### config.mk
export PLATFORM = sky130hd
export DESIGN_NAME = t07_mem_handler_flat
export DESIGN_NICKNAME = d
export VERILOG_FILES = /design/src/rtl/t07_mem_handler_if.sv /design/src/rtl/t07_mem_handler.sv /design/src/flat_wrapper.sv
export SDC_FILE = /design/constraint.sdc
export NUM_CORES = 1
export LEC_CHECK = 0
export CAP_MARGIN = 20
export CORE_MARGIN = 2
export CORE_UTILIZATION = 40
export CTS_BUF_LIST = sky130_fd_sc_hd__clkbuf_2 sky130_fd_sc_hd__clkbuf_4 sky130_fd_sc_hd__clkbuf_8
export CTS_CLUSTER_DIAMETER = 80
export DETAILED_ROUTE_END_ITERATION = 7
export PLACE_DENSITY = 0.83
export SYNTH_ARGS = -nofsm -noshare
export SYNTH_HDL_FRONTEND = slang
export SYNTH_SLANG_ARGS = --single-unit
### constraint.sdc
create_clock -name clk -period 3.2 [get_ports clk]
set_input_delay 0.32 -clock clk [delete_from_list [all_inputs] [get_ports clk]]
set_output_delay 0.32 -clock clk [all_outputs]
set_load 0.05 [all_outputs]
### src/rtl/t07_mem_handler_if.sv
// t07 data-bus interface: word-addressed strobe/ack bus between
// the memory handler (master) and the data memory (slave).
interface t07_mem_handler_if #(
  parameter int ADDR_W = 32
);
  logic [ADDR_W-1:0] bus_addr;
  logic [31:0]       bus_wdata;
  logic [3:0]        bus_sel;
  logic              bus_ren;
  logic              bus_wen;
  logic              bus_ack;
  logic [31:0]       bus_rdata;

  modport master (
    output bus_addr,
    output bus_wdata,
    output bus_sel,
    output bus_ren,
    output bus_wen,
    input  bus_ack,
    input  bus_rdata
  );

  modport slave (
    input  bus_addr,
    input  bus_wdata,
    input  bus_sel,
    input  bus_ren,
    input  bus_wen,
    output bus_ack,
    output bus_rdata
  );
endinterface

### src/rtl/t07_mem_handler.sv
// t07 data-memory handler: single-outstanding, stall-based load/store.
// Define T07_MISALIGN_TRAP_EN to trap misaligned half/word accesses.
module t07_mem_handler #(
  parameter int TIMEOUT = 16,
  parameter int ADDR_W  = 32
) (
  input  logic              clk,
  input  logic              rst,
  input  logic              memRead,
  input  logic              memWrite,
  input  logic [3:0]        memOp,
  input  logic [ADDR_W-1:0] addr,
  input  logic [31:0]       wdata,
  output logic [31:0]       rdata,
  output logic              done,
  output logic              stall,
  output logic              bus_err,
  t07_mem_handler_if.master bus
);

  typedef enum logic [1:0] {
    IDLE = 2'd0,
    BUSY = 2'd1,
    DONE = 2'd2
  } state_t;

  localparam int CW = $clog2(TIMEOUT);
  localparam logic [CW-1:0] CNT_TOP = CW'(TIMEOUT - 1);

  localparam logic [1:0] SZ_B = 2'd0;
  localparam logic [1:0] SZ_H = 2'd1;
  localparam logic [1:0] SZ_W = 2'd2;

  state_t            state_q, state_d;
  logic [CW-1:0]     cnt_q, cnt_d;
  logic              ren_q, ren_d;
  logic              wen_q, wen_d;
  logic [ADDR_W-1:0] baddr_q, baddr_d;
  logic [3:0]        sel_q, sel_d;
  logic [31:0]       bwd_q, bwd_d;
  logic              ld_q, ld_d;
  logic              sgn_q, sgn_d;
  logic [1:0]        sz_q, sz_d;
  logic [1:0]        off_q, off_d;
  logic              err_q, err_d;
  logic [31:0]       rdata_q, rdata_d;

  logic        is_ld, is_st, sgn, valid, trap;
  logic [1:0]  sz;
  logic [3:0]  sel;
  logic [31:0] wrep;
  logic [7:0]  lane_b;
  logic [15:0] lane_h;
  logic [31:0] ld_val;

  always_comb begin
    is_ld = 1'b0;
    is_st = 1'b0;
    sgn   = 1'b0;
    sz    = SZ_W;
    unique case (1'b1)
      (memOp == 4'd1): begin is_ld = 1'b1; sgn = 1'b1; sz = SZ_B; end
      (memOp == 4'd2): begin is_ld = 1'b1; sgn = 1'b1; sz = SZ_H; end
      (memOp == 4'd3): begin is_ld = 1'b1; sz = SZ_W; end
      (memOp == 4'd4): begin is_ld = 1'b1; sz = SZ_B; end
      (memOp == 4'd5): begin is_ld = 1'b1; sz = SZ_H; end
      (memOp == 4'd6): begin is_st = 1'b1; sz = SZ_B; end
      (memOp == 4'd7): begin is_st = 1'b1; sz = SZ_H; end
      (memOp == 4'd8): begin is_st = 1'b1; sz = SZ_W; end
      default: ;
    endcase
  end

  assign valid = (memRead & ~memWrite & is_ld)
               | (memWrite & ~memRead & is_st);

  always_comb begin
    sel  = 4'b1111;
    wrep = wdata;
    unique case (sz)
      SZ_B: begin
        sel  = 4'b0001 << addr[1:0];
        wrep = {4{wdata[7:0]}};
      end
      SZ_H: begin
        sel  = addr[1] ? 4'b1100 : 4'b0011;
        wrep = {2{wdata[15:0]}};
      end
      default: ;
    endcase
  end

`ifdef T07_MISALIGN_TRAP_EN
  assign trap = valid
              & (((sz == SZ_H) & addr[0])
              |  ((sz == SZ_W) & (addr[1:0] != 2'b00)));
`else
  assign trap = 1'b0;
`endif

  // extraction uses the offset captured at request time
  assign lane_b = bus.bus_rdata[{off_q, 3'b000} +: 8];
  assign lane_h = off_q[1] ? bus.bus_rdata[31:16]
                           : bus.bus_rdata[15:0];

  always_comb begin
    ld_val = bus.bus_rdata;
    unique case (sz_q)
      SZ_B: ld_val = sgn_q ? {{24{lane_b[7]}}, lane_b}
                           : {24'b0, lane_b};
      SZ_H: ld_val = sgn_q ? {{16{lane_h[15]}}, lane_h}
                           : {16'b0, lane_h};
      default: ;
    endcase
  end

  always_comb begin
    state_d = state_q;
    cnt_d   = cnt_q;
    ren_d   = ren_q;
    wen_d   = wen_q;
    baddr_d = baddr_q;
    sel_d   = sel_q;
    bwd_d   = bwd_q;
    ld_d    = ld_q;
    sgn_d   = sgn_q;
    sz_d    = sz_q;
    off_d   = off_q;
    err_d   = err_q;
    rdata_d = rdata_q;
    unique case (state_q)
      IDLE: begin
        if (valid) begin
          baddr_d = {addr[ADDR_W-1:2], 2'b00};
          sel_d   = sel;
          bwd_d   = wrep;
          ld_d    = is_ld;
          sgn_d   = sgn;
          sz_d    = sz;
          off_d   = addr[1:0];
          cnt_d   = '0;
          err_d   = trap;
          if (trap) begin
            state_d = DONE;
          end else begin
            state_d = BUSY;
            ren_d   = is_ld;
            wen_d   = ~is_ld;
          end
        end
      end
      BUSY: begin
        if (bus.bus_ack) begin
          if (ld_q) rdata_d = ld_val;
          ren_d   = 1'b0;
          wen_d   = 1'b0;
          state_d = DONE;
        end else if (cnt_q == CNT_TOP) begin
          ren_d   = 1'b0;
          wen_d   = 1'b0;
          err_d   = 1'b1;
          state_d = DONE;
        end else begin
          cnt_d = cnt_q + 1'b1;
        end
      end
      DONE: begin
        err_d   = 1'b0;
        state_d = IDLE;
      end
      default: state_d = IDLE;
    endcase
  end

  always_ff @(posedge clk or posedge rst) begin
    if (rst) begin
      state_q <= IDLE;
      cnt_q   <= '0;
      ren_q   <= 1'b0;
      wen_q   <= 1'b0;
      baddr_q <= '0;
      sel_q   <= '0;
      bwd_q   <= '0;
      ld_q    <= 1'b0;
      sgn_q   <= 1'b0;
      sz_q    <= SZ_B;
      off_q   <= '0;
      err_q   <= 1'b0;
      rdata_q <= '0;
    end else begin
      state_q <= state_d;
      cnt_q   <= cnt_d;
      ren_q   <= ren_d;
      wen_q   <= wen_d;
      baddr_q <= baddr_d;
      sel_q   <= sel_d;
      bwd_q   <= bwd_d;
      ld_q    <= ld_d;
      sgn_q   <= sgn_d;
      sz_q    <= sz_d;
      off_q   <= off_d;
      err_q   <= err_d;
      rdata_q <= rdata_d;
    end
  end

  // stall must fall with reset even while a request is still presented
  assign stall = ~rst & (((state_q == IDLE) & valid)
                       | (state_q == BUSY));
  assign done    = (state_q == DONE);
  assign bus_err = done & err_q;
  assign rdata   = rdata_q;

  assign bus.bus_addr  = baddr_q;
  assign bus.bus_wdata = bwd_q;
  assign bus.bus_sel   = sel_q;
  assign bus.bus_ren   = ren_q;
  assign bus.bus_wen   = wen_q;

endmodule
### src/flat_wrapper.sv
// flat-port wrapper written by rule: the top's interface ports become plain ports
module t07_mem_handler_flat 
#(
  parameter int TIMEOUT = 16,
  parameter int ADDR_W  = 32
)
  (clk, rst, memRead, memWrite, memOp, addr, wdata, rdata, done, stall, bus_err, bus_bus_addr, bus_bus_wdata, bus_bus_sel, bus_bus_ren, bus_bus_wen, bus_bus_ack, bus_bus_rdata);
  t07_mem_handler_if #(.ADDR_W(ADDR_W)) bus_i ();
  input  logic clk;
  input  logic rst;
  input  logic memRead;
  input  logic memWrite;
  input  logic [3:0] memOp;
  input  logic [ADDR_W-1:0] addr;
  input  logic [31:0] wdata;
  output logic [31:0] rdata;
  output logic done;
  output logic stall;
  output logic bus_err;
  output wire logic [$bits(bus_i.bus_addr)-1:0] bus_bus_addr;
  output wire logic [$bits(bus_i.bus_wdata)-1:0] bus_bus_wdata;
  output wire logic [$bits(bus_i.bus_sel)-1:0] bus_bus_sel;
  output wire logic [$bits(bus_i.bus_ren)-1:0] bus_bus_ren;
  output wire logic [$bits(bus_i.bus_wen)-1:0] bus_bus_wen;
  input wire logic [$bits(bus_i.bus_ack)-1:0] bus_bus_ack;
  input wire logic [$bits(bus_i.bus_rdata)-1:0] bus_bus_rdata;
  assign bus_bus_addr = bus_i.bus_addr;
  assign bus_bus_wdata = bus_i.bus_wdata;
  assign bus_bus_sel = bus_i.bus_sel;
  assign bus_bus_ren = bus_i.bus_ren;
  assign bus_bus_wen = bus_i.bus_wen;
  assign bus_i.bus_ack = bus_bus_ack;
  assign bus_i.bus_rdata = bus_bus_rdata;
  t07_mem_handler #(.TIMEOUT(TIMEOUT), .ADDR_W(ADDR_W)) u_core (.clk(clk), .rst(rst), .memRead(memRead), .memWrite(memWrite), .memOp(memOp), .addr(addr), .wdata(wdata), .rdata(rdata), .done(done), .stall(stall), .bus_err(bus_err), .bus(bus_i));
endmodule
==> impl_metrics.yaml <==
cells_and_area:
  fin_nets: 820
  nFillCells: 1084
  seq_area_um2: 2828
  fin_area_um2: 8217
  num_antenna_cells: 0
  most-common-layout-cells: "206 x clkdlybuf4s50_1, 113 x dfrtp_1, 54 x nand2_1"
  drive_gt1_share_pct: 16.57
  multi_input_area_um2: 2529
  final_common_cell: "clkdlybuf4s50_1"
  syn_to_final_growth_pct: 46.00
power:
  p_per_area_nw_per_um2: 998.0
  power_mw: 8.200
  ir_drop_v: 0.0006343
  leakagePower_nw: 3.659
global_routing:
  grt_pass1_vias: 4912
  gr-total-overflow: 0
  use_met3_pct: 7.388
  antenna_found_initial: 0
  grt-busiest-layer: "met2"
  grt_pass1_wl_um: 24640
  met1_usage_pct: 25.62
  grt_max_degree: 114
  grt_usage_pct: 21.15
  use_met2_pct: 34.58
synth:
  ys_ff_latch: 113
  synth-edff-count: 0
  yosysSeqAreaShare_pct: 50.24
  synth-main-ff-cell: "dfrtp_1"
  async_reset_ff_share_pct: 100.0
  syn-cell-area_um2: 5628
  syn_avg_cell_area_um2: 10.91
  syn_inst: 516
  yosysUniqueCellTypes: 46
  synth_warnings: 0
sta:
  period_needed_ps: 2534
  final_hold_viol_count: 0
  skew_ps: 6.712
  rsz0062_at_grt: "no"
  max_freq_mhz: 394.7
  slew_headroom_pct: 53.92
  worst_pin_slew_ps: 689.8
  post-route-period-util_pct: 79.18
  finalSetupTns_ps: 0
  finalSetupViolations: 0
  fin_ws_ps: 666.3
  fin_hold_ws_ps: 397.5
  slew_viol_final: 0
die:
  start_util_pct: 40.70
  io_pins: 210
  die_h_um: 122.6
  die_w_um: 122.6
  core_um2: 13830
  placementRows: 43
  dieArea_um2: 15030
drt:
  ant_nets: 0
  dr.pass1.iters: 4
  vias_per_cell: 5.289
  vias: 4781
  routed_wl_um: 15410
  dr.first_iter.drc_count: 296
  avgRoutedWirePerCell_um: 17.04
  drc: 0
cts:
  clockBufferDepth: 2
  h-tree-depth: 4
  post-cts-setup-buffers: 0
  cts-resized-gates: 0
  clock_latency_ps: 430
  cts_tree: "yes"
  cts.clk_slew.worst_paths_ps: 60
  cts-hold-fix-buffers: 0
  cts-buffers-inserted: 17
  root_buffer: "clkbuf_8"
  cts.sinks: 113
placed_design:
  dp_hpwl_um: 11060
  gp_congestion: 0.8517
  place_ws_ps: 265.4
  port_buffers: 207
  placed_cell_area_um2: 7874
critical_path:
  r2r_slack_ps: 940
  rr_endpoint: "u_core.rdata[24]"
  rr_startpoint: "u_core.state_q[0]"
  worst_setup_path_start_kind: "flip-flop"
  r2r_cells: 5
  required_ps: 2880
  critical_path_class: "reg -> out"
  endpoint: "bus_err"
  crit_path_cell_trace: "inv_1, nor2_1, and2_1, clkdlybuf4s50_1"
  critPathLaunch: "u_core.state_q[1]"
  critPathMaxFanout: 11
  endpoint_kind: "primary output"
  slowest_stage: "clkdlybuf4s50_1"
  critical_path.max_stage_delay_ps: 800
  worstPathArrival_ps: 2210
job:
  maxCapViolations: 0
outcome:
  run_status: "finished clean"
hold_path:
  hp-class: "in -> async"
-- metrics by stage --
stage,util [%],instances
final,59.42,904
after global placement,56.95,875
after global routing,59.42,904
after floorplan,-,517
after detailed placement,56.95,875
after CTS,59.42,904
-- cell families (layout without fill, tap and decap cells) --
logic type / Yosys count / count (layout) / synth area share (%)
buffers and inverters: 62 / 269 / 5.113
other: 1 / 2 / 0.06663
flip-flops: 113 / 113 / 50.24
XOR/XNOR: 2 / 2 / 0.3113
AND/OR/NAND/NOR: 143 / 143 / 12.58
multiplexers: 89 / 89 / 19.72
adder cells (fa/ha/maj): 1 / 1 / 0.2223
AO/OA/AOI/OAI: 105 / 105 / 11.74
-- cell usage after synthesis (3+ instances only) --
cell	count	area (um2)
a221oi_1	9	78.83
mux2_4	31	465.5
inv_1	21	78.83
a21oi_1	31	155.2
a31oi_1	8	50.05
nand2b_1	3	18.77
mux2i_1	16	160.2
buf_4	3	22.52
clkbuf_1	25	93.84
nand3b_1	8	60.06
nor3_1	9	45.04
nor2_1	9	33.78
nand2_1	54	202.7
o21bai_1	5	37.54
o21ai_0	20	100.1
nand3_1	36	180.2
a22oi_1	8	60.06
o22ai_1	8	50.05
buf_1	3	11.26
dfrtp_1	113	2828
buf_2	5	25.02
buf_6	5	56.30
mux2_2	41	461.7
nor3b_1	4	30.03
and3_1	3	18.77
nor2b_1	7	43.79
a211oi_1	9	67.56
-- cell type report --
| class | count | area share, % |
|---|---|---|
| clock buffer | 23 | 3.776 |
| clock inverter | 6 | 0.3959 |
| inverter | 21 | 1.005 |
| multi-input combinational | 342 | 30.78 |
| sequential | 113 | 34.41 |
| tap | 180 | 2.741 |
| timing repair buffer | 219 | 26.89 |
-- per-layer routing --
| layer | wire length (um) | vias up |
|---|---|---|
| met5 | 0 | - |
| met4 | 359 | 0 |
| met3 | 1332 | 29 |
| met2 | 7477 | 204 |
| met1 | 6236 | 2308 |
| li1 | - | 2240 |
-- worst min-delay path by stage --
stage,start,end,cells past startpoint,slack [ps]
global route,rst,u_core.err_q,3,440
finish,rst,u_core.err_q,3,400
floorplan,addr[10],u_core.bus.bus_addr[10],1,470
global placement,u_core.rdata[6],u_core.rdata[6],2,460
CTS,rst,u_core.err_q,3,450
detailed placement,u_core.rdata[21],u_core.rdata[21],2,480
-- power by group --
group / internal [mW] / leakage (nW) / switching [mW]
clock: 0.626 / 0.182 / 0.544
combinational: 1.70 / 2.11 / 2.90
sequential: 2.03 / 1.37 / 0.391
-- registers in the layout (all words and copies together), names as in the netlist --
signal / cells
u_core.off_q: 2
u_core.sz_q: 2
u_core.sgn_q: 1
u_core.bus.bus_ren: 1
u_core.bus.bus_wdata: 32
u_core.bus.bus_wen: 1
u_core.rdata: 32
u_core.ld_q: 1
u_core.bus.bus_addr: 30
u_core.err_q: 1
u_core.state_q: 2
u_core.bus.bus_sel: 4
u_core.cnt_q: 4
-- critical path: cells and delay by family, from the launching register on --
kind                   cells  cell delay (ps)
buffers and inverters      2              950
DFF                        1              560
and+or+nand+nor            2              270
(Power assumes the default switching activity.)
